===== src/rtl/bcd_to_bin_fsm.sv =====
// Sequential BCD-to-binary converter (reverse double-dabble, one shift per clock).
// Optional signed output enabled by defining BCD2BIN_SIGNED_EN.

module bcd_digit_adj (
  input  logic [3:0] din,
  output logic [3:0] dout
);
  // Per-nibble correction after the right shift; wraps within the nibble, no carry out.
  assign dout = (din >= 4'd8) ? din - 4'd3 : din;
endmodule

module bcd_to_bin_fsm #(
  parameter int DIGITS = 4,
  parameter int BIN_W  = 14
) (
  input  logic                  clk,
  input  logic                  resetn,
  input  logic                  start,
  input  logic [4*DIGITS-1:0]   bcd_in,
`ifdef BCD2BIN_SIGNED_EN
  input  logic                  sign_in,
`endif
  output logic                  busy,
  output logic                  done,
  output logic                  err,
`ifdef BCD2BIN_SIGNED_EN
  output logic [BIN_W:0]        bin_out
`else
  output logic [BIN_W-1:0]      bin_out
`endif
);

  localparam int BCD_W = 4*DIGITS;
  localparam int SR_W  = BCD_W + BIN_W;
  localparam int CNT_W = $clog2(BIN_W+1);
`ifdef BCD2BIN_SIGNED_EN
  localparam int OUT_W = BIN_W + 1;
`else
  localparam int OUT_W = BIN_W;
`endif

  localparam logic [0:0] S_IDLE  = 1'b0;
  localparam logic [0:0] S_SHIFT = 1'b1;

  logic [0:0]       state;
  logic [SR_W-1:0]  sr;
  logic [SR_W-1:0]  sr_shr;
  logic [SR_W-1:0]  sr_nxt;
  logic [BCD_W-1:0] bcd_adj;
  logic [CNT_W-1:0] cnt;
  logic [DIGITS-1:0] digit_bad;
  logic             in_bad;
  logic             last_step;
  logic [OUT_W-1:0] res;

  assign sr_shr = sr >> 1;

  // BCD half sits above the binary half; bits migrate down into the binary half.
  for (genvar g = 0; g < DIGITS; g++) begin : g_dig
    bcd_digit_adj u_adj (
      .din  (sr_shr[BIN_W + 4*g +: 4]),
      .dout (bcd_adj[4*g +: 4])
    );
    assign digit_bad[g] = (bcd_in[4*g +: 4] > 4'd9);
  end

  assign sr_nxt    = {bcd_adj, sr_shr[BIN_W-1:0]};
  assign in_bad    = |digit_bad;
  assign last_step = (cnt == CNT_W'(BIN_W-1));

`ifdef BCD2BIN_SIGNED_EN
  logic           sign_q;
  logic [OUT_W-1:0] mag;
  assign mag = {1'b0, sr_nxt[BIN_W-1:0]};
  assign res = sign_q ? (~mag + 1'b1) : mag;

  always_ff @(posedge clk) begin
    if (!resetn)
      sign_q <= 1'b0;
    else if (state == S_IDLE && start && !in_bad)
      sign_q <= sign_in;
  end
`else
  assign res = sr_nxt[BIN_W-1:0];
`endif

  always_ff @(posedge clk) begin
    if (!resetn) begin
      state   <= S_IDLE;
      busy    <= 1'b0;
      done    <= 1'b0;
      err     <= 1'b0;
      bin_out <= '0;
      sr      <= '0;
      cnt     <= '0;
    end else begin
      done <= 1'b0;
      case (state)
        S_IDLE: begin
          if (start) begin
            if (in_bad) begin
              // Rejected operand: report immediately, keep the previous result.
              done <= 1'b1;
              err  <= 1'b1;
            end else begin
              sr    <= {bcd_in, {BIN_W{1'b0}}};
              cnt   <= '0;
              busy  <= 1'b1;
              err   <= 1'b0;
              state <= S_SHIFT;
            end
          end
        end
        S_SHIFT: begin
          sr  <= sr_nxt;
          cnt <= cnt + 1'b1;
          if (last_step) begin
            bin_out <= res;
            done    <= 1'b1;
            busy    <= 1'b0;
            state   <= S_IDLE;
          end
        end
        default: begin
          state <= S_IDLE;
          busy  <= 1'b0;
        end
      endcase
    end
  end

endmodule


===== config.mk =====
export PLATFORM = sky130hd
export DESIGN_NAME = bcd_to_bin_fsm
export DESIGN_NICKNAME = d
export VERILOG_FILES = /design/src/rtl/bcd_to_bin_fsm.sv
export SDC_FILE = /design/constraint.sdc
export NUM_CORES = 1
export LEC_CHECK = 0
export ABC_CLOCK_PERIOD_IN_PS = 2400
export CAP_MARGIN = 40
export CORE_ASPECT_RATIO = 1.75
export CORE_UTILIZATION = 35
export CTS_BUF_LIST = sky130_fd_sc_hd__clkbuf_4 sky130_fd_sc_hd__clkbuf_8 sky130_fd_sc_hd__clkbuf_16
export DETAILED_ROUTE_END_ITERATION = 12
export PLACE_DENSITY = 0.67
export SKIP_LAST_GASP = 1
export SLEW_MARGIN = 20
export SYNTH_ARGS = -nofsm -noshare
export SYNTH_HDL_FRONTEND = slang
export SYNTH_SLANG_ARGS = --single-unit

===== constraint.sdc =====
create_clock -name clk -period 2.4 [get_ports clk]
set_input_delay 0.48 -clock clk [delete_from_list [all_inputs] [get_ports clk]]
set_output_delay 0.48 -clock clk [all_outputs]
set_load 0.005 [all_outputs]

==> results.toml, run 1 <==
[sta]
rsz0062_at_grt = "false"
skew_ns = 0.008409
setup_viol = 0
finalCritPeriodShare = 0.8504
setup_slack_ns = 0.3590
min_period_ns = 2.041
finalSetupTns_ns = 0
hold_violations = 0
fmax_ghz = 0.4899
finalMaxSlewViolations = 0
worstMarginPinSlew_ns = 0.5336
slew_headroom = 0.6443

[layout]
final_util = 0.4506
final_nets = 315
multi_input_area_mm2 = 0.001172
fin_cells = 371
drive_gt1_frac = 0.07266
n_antenna_cell = 0
nFillCells = 676
syn2layout_area_growth_pct = 24.67
seq_area_mm2 = 0.001021

[yosys]
ys_warn_count = 0
yosysMostFrequentCell = "dfxtp_1"
yosys.area.top_type_share = 0.4320
yosysTopAreaCell = "dfxtp_1"
netlist_top_cells_count = "dfxtp_1 (51), nand2_1 (38)"
syn_nets = 285
ys.flop_type = "dfxtp_1"
async_flop_share = 0
synth_edf_count = 0
synth-seq-area-share = 0.4320
ys_ff_latch = 51
netlist_instances = 258
synth.area.top_cells = "dfxtp_1 (43%), nand2_1 (6.0%), a22o_1 (5.2%)"
synth_area_mm2 = 0.002364
avgSynthCellArea_um2 = 9.161
yosysUniqueCellTypes = 35

[routing]
vias = 1934
drt_iter0_drc = 82
drt-total-wl_um = 5135
drc = 0
ant_nets = 0
first_pass_iters = 4
wire_per_inst_um = 13.84
via_per_inst = 5.213

[power]
p_sw_frac = 0.2264
ir_drop_uv = 497.1
internal_power_mw = 1.440
switchingPower_uw = 421.6
combPwrFrac = 0.091
clkPwrFrac = 0.439
p_leak_nw = 1.083
power.density_mw_per_mm2 = 631.9
seqPwrFrac = 0.470

[setup_path]
cp_data_arrival_time_ns = 2.22
critPathKind = "in2reg"
critPathCaptureType = "flop"
required_ns = 2.58
ff2ff_path_depth = 5
endpoint = "sr[25]"
crit_fanout = 26
critPathLaunch = "bcd_in[14]"
r2r_start = "cnt[0]"
r2r_end = "bin_out[0]"
rrSetupSlack_ns = 0.86
cp-start-kind = "input port"

[floorplan]
core-area_mm2 = 0.006539
rows = 39
ioPinCount = 36
start_util = 0.3615
chipHeight_um = 110.7
die_w_um = 64.12
dieArea_mm2 = 0.007099

[global_route]
grt_max_degree = 35
track_usage = 0.1531
grt_pass1_wl_um = 8549
gr-total-overflow = 0
grt_pass1_vias = 1845
antenna_found_initial = 0

[clocking]
post_cts_resized = 0
cts-htree-levels = 2
cts_setup_buffers = 0
cts_buffers = 5
cts_hold_buf = 0
clock_sinks = 51
cts_tree = "done"
cts-root-buf = "clkbuf_16"
clk_path_buf_depth = 2
clock_latency_ns = 0.29
clkTransAtPathRegs_ns = 0.07

[job]
cap_viol_max_count = 0

[placed_design]
place_inst = 363
gp_congestion = 0.7837
port-buffer-count = 35
place_hpwl_um = 3660
pre_cts_ws_ns = 0.04100

[worst_hold_path]
hold_class = "reg2reg"
whs_path_depth = 2

[run_status]
status = "complete, no violations"
## worst min-delay path by stage
stage,slack (ns),start,endpoint
after global routing,0.49,bin_out[4],bin_out[4]
after CTS,0.47,bin_out[4],bin_out[4]
after detailed placement,0.45,bin_out[4],bin_out[4]
final,0.46,bin_out[4],bin_out[4]
after global placement,0.45,bin_out[4],bin_out[4]
after floorplan,0.44,sr[1],bin_out[0]
## registers in the layout (all words and copies together) (netlist names)
register,cells
err,1
cnt,4
done,1
sr,29
busy,1
state,1
bin_out,14
## cell families (layout without fill, tap and decap cells)
kind of cell    Yosys count  in the layout  synth area share
flops                    51             51            0.4320
xor+xnor                  6              6           0.02224
fa+ha+maj                 8              8           0.04235
buf+inv                  33             64           0.07200
simple gates             67             67            0.1334
compound gates           91             91            0.2890
mux                       2              2          0.008999
## stage by stage
stage	cell area, µm²	total power, mW	hold WS (ns)
after CTS	2947	1.882	0.4661
final	2947	1.862	0.4615
after global placement	2775	1.064	0.4457
after global routing	2947	1.931	0.4896
after floorplan	2364	0.9978	0.4412
after detailed placement	2775	1.065	0.4539
## worst max-delay path, cell delays in order
cell and delay (ns):
clkdlybuf4s50_1 0.43, o21ai_0 0.37, and4_1 0.40, buf_12 0.20, nor3_1 0.06, o31a_1 0.27
## final cells by class
class                      instances  area share
clock buffer                       5     0.04246
clock inverter                     3     0.01571
inverter                          11     0.01401
multi-input combinational        174      0.3979
sequential                        51      0.3465
tap                               82     0.03482
timing repair buffer              45      0.1486
## cells in the final DEF, fill, tap and decap left out
| master | netlist | routed |
|---|---|---|
| a211oi_1 | 6 | 6 |
| a21bo_2 | 1 | 1 |
| a21boi_0 | 14 | 14 |
| a21boi_1 | 1 | 1 |
| a21oi_1 | 14 | 14 |
| a21oi_4 | 1 | 1 |
| a22o_1 | 14 | 14 |
| a22oi_1 | 1 | 1 |
| a32o_1 | 12 | 12 |
| and2_1 | 1 | 1 |
| and3_1 | 2 | 2 |
| and4_1 | 2 | 2 |
| buf_12 | 0 | 1 |
| buf_4 | 1 | 9 |
| bufinv_16 | 0 | 1 |
| clkbuf_16 | 0 | 5 |
| clkdlybuf4s50_1 | 0 | 35 |
| clkinvlp_4 | 0 | 1 |
| dfxtp_1 | 51 | 51 |
| ha_1 | 8 | 8 |
| inv_1 | 11 | 11 |
| inv_6 | 0 | 1 |
| mux2_2 | 1 | 1 |
| mux2i_1 | 1 | 1 |
| nand2_1 | 38 | 38 |
| nand2b_1 | 9 | 9 |
| nand3_1 | 1 | 1 |
| nand4_1 | 4 | 4 |
| nor2_1 | 4 | 4 |
| nor2b_1 | 4 | 4 |
| nor3_1 | 2 | 2 |
| o21a_1 | 14 | 14 |
| o21ai_0 | 9 | 9 |
| o21ai_1 | 1 | 1 |
| o22ai_1 | 1 | 1 |
| o31a_1 | 2 | 2 |
| xnor2_1 | 3 | 3 |
| xor2_1 | 3 | 3 |
## routing by layer
metal,part of all wire,track usage
met3,0.043,0.03498
met2,0.51,0.2730
met5,0,0
met4,0.023,0.06667
met1,0.42,0.1684
## power by group through the flow
stage          Combinational [mW]  Clock, mW  Sequential (mW)
3_5_place_dp                0.171          0            0.894
2_1_floorplan               0.107          0            0.891
5_1_grt                     0.185      0.868            0.877
3_3_place_gp                0.170          0            0.894
6_report                    0.169      0.818            0.875
4_1_cts                     0.171      0.836            0.875
Note: power is estimated with default switching activity, not from simulation.
==> inputs of run 2 (changes only) <==
Settings changed: CAP_MARGIN 40 to 10, CORE_MARGIN set to 5.
==> results.toml, run 2 (synthesis gave the netlist of run 1 again) <==
[routing]
drc = 0
drt_iter0_drc = 150
vias = 1883
wire_per_inst_um = 13.64
ant_nets = 0
drt-total-wl_um = 5062
via_per_inst = 5.075
first_pass_iters = 4

[clocking]
cts_setup_buffers = 0
clock_sinks = 51
cts_hold_buf = 0
clkTransAtPathRegs_ns = 0.07
cts-htree-levels = 2
post_cts_resized = 0
cts_tree = "done"
clk_path_buf_depth = 2
clock_latency_ns = 0.29
cts-root-buf = "clkbuf_16"
cts_buffers = 5

[setup_path]
ff2ff_path_depth = 5
cp_data_arrival_time_ns = 2.13
crit_fanout = 21
r2r_end = "sr[25]"
required_ns = 2.58
critPathCaptureType = "flop"
cp-start-kind = "input port"
rrSetupSlack_ns = 0.83
critPathKind = "in2reg"
r2r_start = "state"

[sta]
skew_ns = 0.007220
slew_headroom = 0.6374
finalSetupTns_ns = 0
worstMarginPinSlew_ns = 0.5439
min_period_ns = 1.951
fmax_ghz = 0.5126
rsz0062_at_grt = "false"
hold_violations = 0
finalCritPeriodShare = 0.8128
setup_viol = 0
finalMaxSlewViolations = 0

[worst_hold_path]
whs_path_depth = 2
hold_end = "bin_out[4]"
hold_class = "reg2reg"
min_from = "bin_out[4]"

[global_route]
grt_pass1_vias = 1835
gr-total-overflow = 0
antenna_found_initial = 0
grt_max_degree = 26
grt_pass1_wl_um = 8638
track_usage = 0.1238

[power]
power.density_mw_per_mm2 = 627.7
ir_drop_uv = 406.9
p_leak_nw = 1.084

[layout]
reg_top3 = "sr (29), bin_out (14), cnt (4)"
top_register = "sr"
mostFrequentLayoutCell = "dfxtp_1"
syn2layout_area_growth_pct = 24.03
final_cell_mix = "dfxtp_1 (51), nand2_1 (38), clkdlybuf4s50_1 (35)"
drive_gt1_frac = 0.07266
multi_input_area_mm2 = 0.001172
nFillCells = 657
fin_cells = 371
seq_area_mm2 = 0.001021
final_nets = 315
n_antenna_cell = 0
largest_reg_flops = 29

[placed_design]
place_inst = 363
gp_congestion = 0.7702
place_hpwl_um = 3642
port-buffer-count = 35

[floorplan]
rows = 39
die_w_um = 72.12
chipHeight_um = 118.7
start_util = 0.3615
dieArea_mm2 = 0.008561
ioPinCount = 36
core-area_mm2 = 0.006539

[job]
cap_viol_max_count = 0

[run_status]
status = "complete, no violations"
[run 2: cell count changes in the layout (fill, tap and decap cells not counted)]
| cell | delta |
|---|---|
| clkinv_4 | +1 |
| buf_4 | +1 |
| clkinv_2 | +1 |
| clkinvlp_4 | -1 |
| inv_6 | -1 |
| buf_12 | -1 |
[run 2: layer usage]
layer,track usage,wire [µm],vias up
li1,-,-,966
met1,0.1512,2256,877
met2,0.2066,2513,29
met3,0.02464,160,11
met4,0.05294,131,0
met5,0,0,-
[run 2: power breakdown]
| part | internal, mW | total [mW] | switching, mW | leakage (nW) |
|---|---|---|---|---|
| registers | 0.861 | 0.875 | 0.0139 | 0.412 |
| clock network | 0.492 | 0.802 | 0.310 | 0.0838 |
| logic | 0.0807 | 0.163 | 0.0824 | 0.588 |
| total | 1.43 | 1.84 | 0.406 | 1.08 |
[run 2: per-stage QoR]
step	setup slack (ns)	hold slack, ns	util	power (mW)	instance area (µm²)
2_1_floorplan	0.9127	0.4412	-	0.9978	2364
3_3_place_gp	0.1329	0.4476	0.4225	1.058	2763
3_5_place_dp	0.1324	0.4512	0.4225	1.059	2763
4_1_cts	0.4279	0.4625	0.4483	1.863	2932
5_1_grt	0.3656	0.4969	0.4483	1.916	2932
6_report	0.4493	0.4595	0.4483	1.840	2932
[run 2: final cells by class]
type                    instances  area share
clock buffers                   5     0.04268
flip-flops and latches         51      0.3483
multi-input cells             174      0.3999
clock inverters                 3     0.01494
repair buffers                 45      0.1451
inverters                      11     0.01408
well taps                      82     0.03500
[run 2: critical path, stage by stage]
cell	delay (ns)
clkdlybuf4s50_1	0.42
o21ai_0	0.29
and4_1	0.33
buf_4	0.27
nor3_1	0.07
o31a_1	0.27
[run 2: worst max path at each step]
stage / start / endpoint / slack, ns / cells past startpoint
2_1_floorplan: start / sr[21] / 0.91 / 5
3_3_place_gp: bcd_in[14] / sr[25] / 0.13 / 6
3_5_place_dp: bcd_in[14] / sr[25] / 0.13 / 6
4_1_cts: bcd_in[14] / sr[25] / 0.43 / 6
5_1_grt: bcd_in[1] / sr[25] / 0.37 / 6
6_report: bcd_in[14] / sr[25] / 0.45 / 6
==> inputs of run 3 (changes only) <==
Settings changed: ABC_CLOCK_PERIOD_IN_PS 2400 to 1700, PLACE_DENSITY 0.67 to 0.69.
Clock period 2.4 ns to 1.7 ns, I/O delays scaled along.
==> results.toml, run 3 (synthesis gave the netlist of run 1 again) <==
[setup_path]
cp-start-kind = "input port"
critPathLaunch = "bcd_in[14]"
critical-path-max-stage-delay_ns = 0.47
endpoint = "sr[25]"
critPathKind = "in2reg"
required_ns = 1.88
crit_fanout = 7
rrSetupSlack_ns = 0.23
crit_cells = 7
r2r_end = "bin_out[13]"
r2r_start = "state"
critPathCaptureType = "flop"
ff2ff_path_depth = 3
path_common_cell = "buf_4"
worstPathCellList = "clkdlybuf4s50_1 > o21ai_1 > buf_4 > and4_4 > buf_4 > and3_1 > o31a_1"
cp_top_family = "buffers and inverters"
cp_num_buf_inv = 3
cp_data_arrival_time_ns = 1.85
crit_slowest_cell = "clkdlybuf4s50_1"

[sta]
skew_ns = 0.005114
finalMaxSlewViolations = 0
fmax_ghz = 0.5993
worstMarginPinSlew_ns = 0.4867
holdWs_ns = 0.4554
setup_viol = 0
hold_violations = 0
rsz0062_at_grt = "true"
min_period_ns = 1.669
finalSetupTns_ns = 0
finalCritPeriodShare = 0.9815
slew_headroom = 0.6755

[routing]
first_pass_iters = 4
drt_iter0_drc = 103
wire_per_inst_um = 13.49
drt-total-wl_um = 5261
drc = 0
ant_nets = 0
via_per_inst = 5.113
vias = 1994

[layout]
reg_top3 = "sr (29), bin_out (14), cnt (4)"
largest_reg_flops = 29
final_nets = 334
top_register = "sr"
final_util = 0.4680
n_antenna_cell = 0
mostFrequentLayoutCell = "dfxtp_1"
drive_gt1_frac = 0.1364
syn2layout_area_growth_pct = 29.49
stdcell_area_mm2 = 0.003060
final_cell_mix = "dfxtp_1 (51), nand2_1 (38), clkdlybuf4s50_1 (35), buf_4 (28)"
fin_cells = 390

[power]
p_leak_nw = 1.161
ir_drop_uv = 740.7
power.density_mw_per_mm2 = 811.8

[floorplan]
die_w_um = 72.12
core-area_mm2 = 0.006539
start_util = 0.3615
ioPinCount = 36
rows = 39
dieArea_mm2 = 0.008561
chipHeight_um = 118.7

[global_route]
antenna_found_initial = 0
grt_max_degree = 23
grt_pass1_vias = 2025
track_usage = 0.1296
gr-total-overflow = 0
grt_pass1_wl_um = 8935

[run_status]
status = "complete, no violations"

[clocking]
cts_setup_buffers = 0
clock_sinks = 51
cts_hold_buf = 0
cts_buffers = 5
clock_latency_ns = 0.29
cts-root-buf = "clkbuf_16"
cts-htree-levels = 2
cts_tree = "done"
clk_path_buf_depth = 2
clkTransAtPathRegs_ns = 0.07

[placed_design]
place_hpwl_um = 3849
place_inst = 382
port-buffer-count = 35
gp_congestion = 0.7472
dpl_cell_area_mm2 = 0.002905

[job]
cap_viol_max_count = 0

[worst_hold_path]
hold_class = "reg2reg"
run 3: layer usage:
metal | part of all wire | GRT usage | up-vias
met5 | 0 | 0 | -
met4 | 0.028 | 0.06588 | 0
met3 | 0.051 | 0.03908 | 8
met2 | 0.52 | 0.2289 | 37
met1 | 0.40 | 0.1336 | 938
li1 | - | - | 1011
run 3: worst min path at each step:
stage | start | end | slack (ns) | cells past startpoint
finish | bin_out[4] | bin_out[4] | 0.46 | 2
global route | bin_out[4] | bin_out[4] | 0.48 | 2
CTS | bin_out[4] | bin_out[4] | 0.46 | 2
detailed placement | bin_out[4] | bin_out[4] | 0.45 | 2
global placement | bin_out[4] | bin_out[4] | 0.45 | 2
floorplan | sr[1] | bin_out[0] | 0.44 | 2
run 3: per-stage QoR:
| step | power [mW] | setup WS, ns |
|---|---|---|
| 2_1_floorplan | 1.409 | 0.3527 |
| 3_3_place_gp | 1.524 | -0.3769 |
| 3_5_place_dp | 1.528 | -0.4093 |
| 4_1_cts | 2.519 | 0.005398 |
| 5_1_grt | 2.594 | -0.003824 |
| 6_report | 2.484 | 0.03148 |
run 3: worst min-delay path, delay by kind of cell, from the launching register on:
| family | cells | cell delay (ns) |
|---|---|---|
| simple gates | 1 | 0.05 |
| compound gates | 1 | 0.05 |
| flops | 1 | 0.31 |
run 3: what timing repair did:
item / in CTS / in global routing
gates resized for setup: 2 / 3
endpoints found under the setup margin: 33 / 20
pin swaps: 0 / 0
run 3: final cells by class:
| cell class | count | area (µm²) |
|---|---|---|
| clock buffers | 5 | 125.1 |
| repair buffers | 64 | 571.8 |
| fillers | 633 | 3478 |
| well taps | 82 | 102.6 |
| inverters | 11 | 41.29 |
| clock inverters | 3 | 20.02 |
| multi-input cells | 174 | 1179 |
| flip-flops and latches | 51 | 1021 |
run 3: power breakdown:
group / total (mW) / switching [mW] / internal [mW]
clock: 0.980 / 0.437 / 0.543
combinational: 0.269 / 0.125 / 0.143
sequential: 1.24 / 0.0200 / 1.22
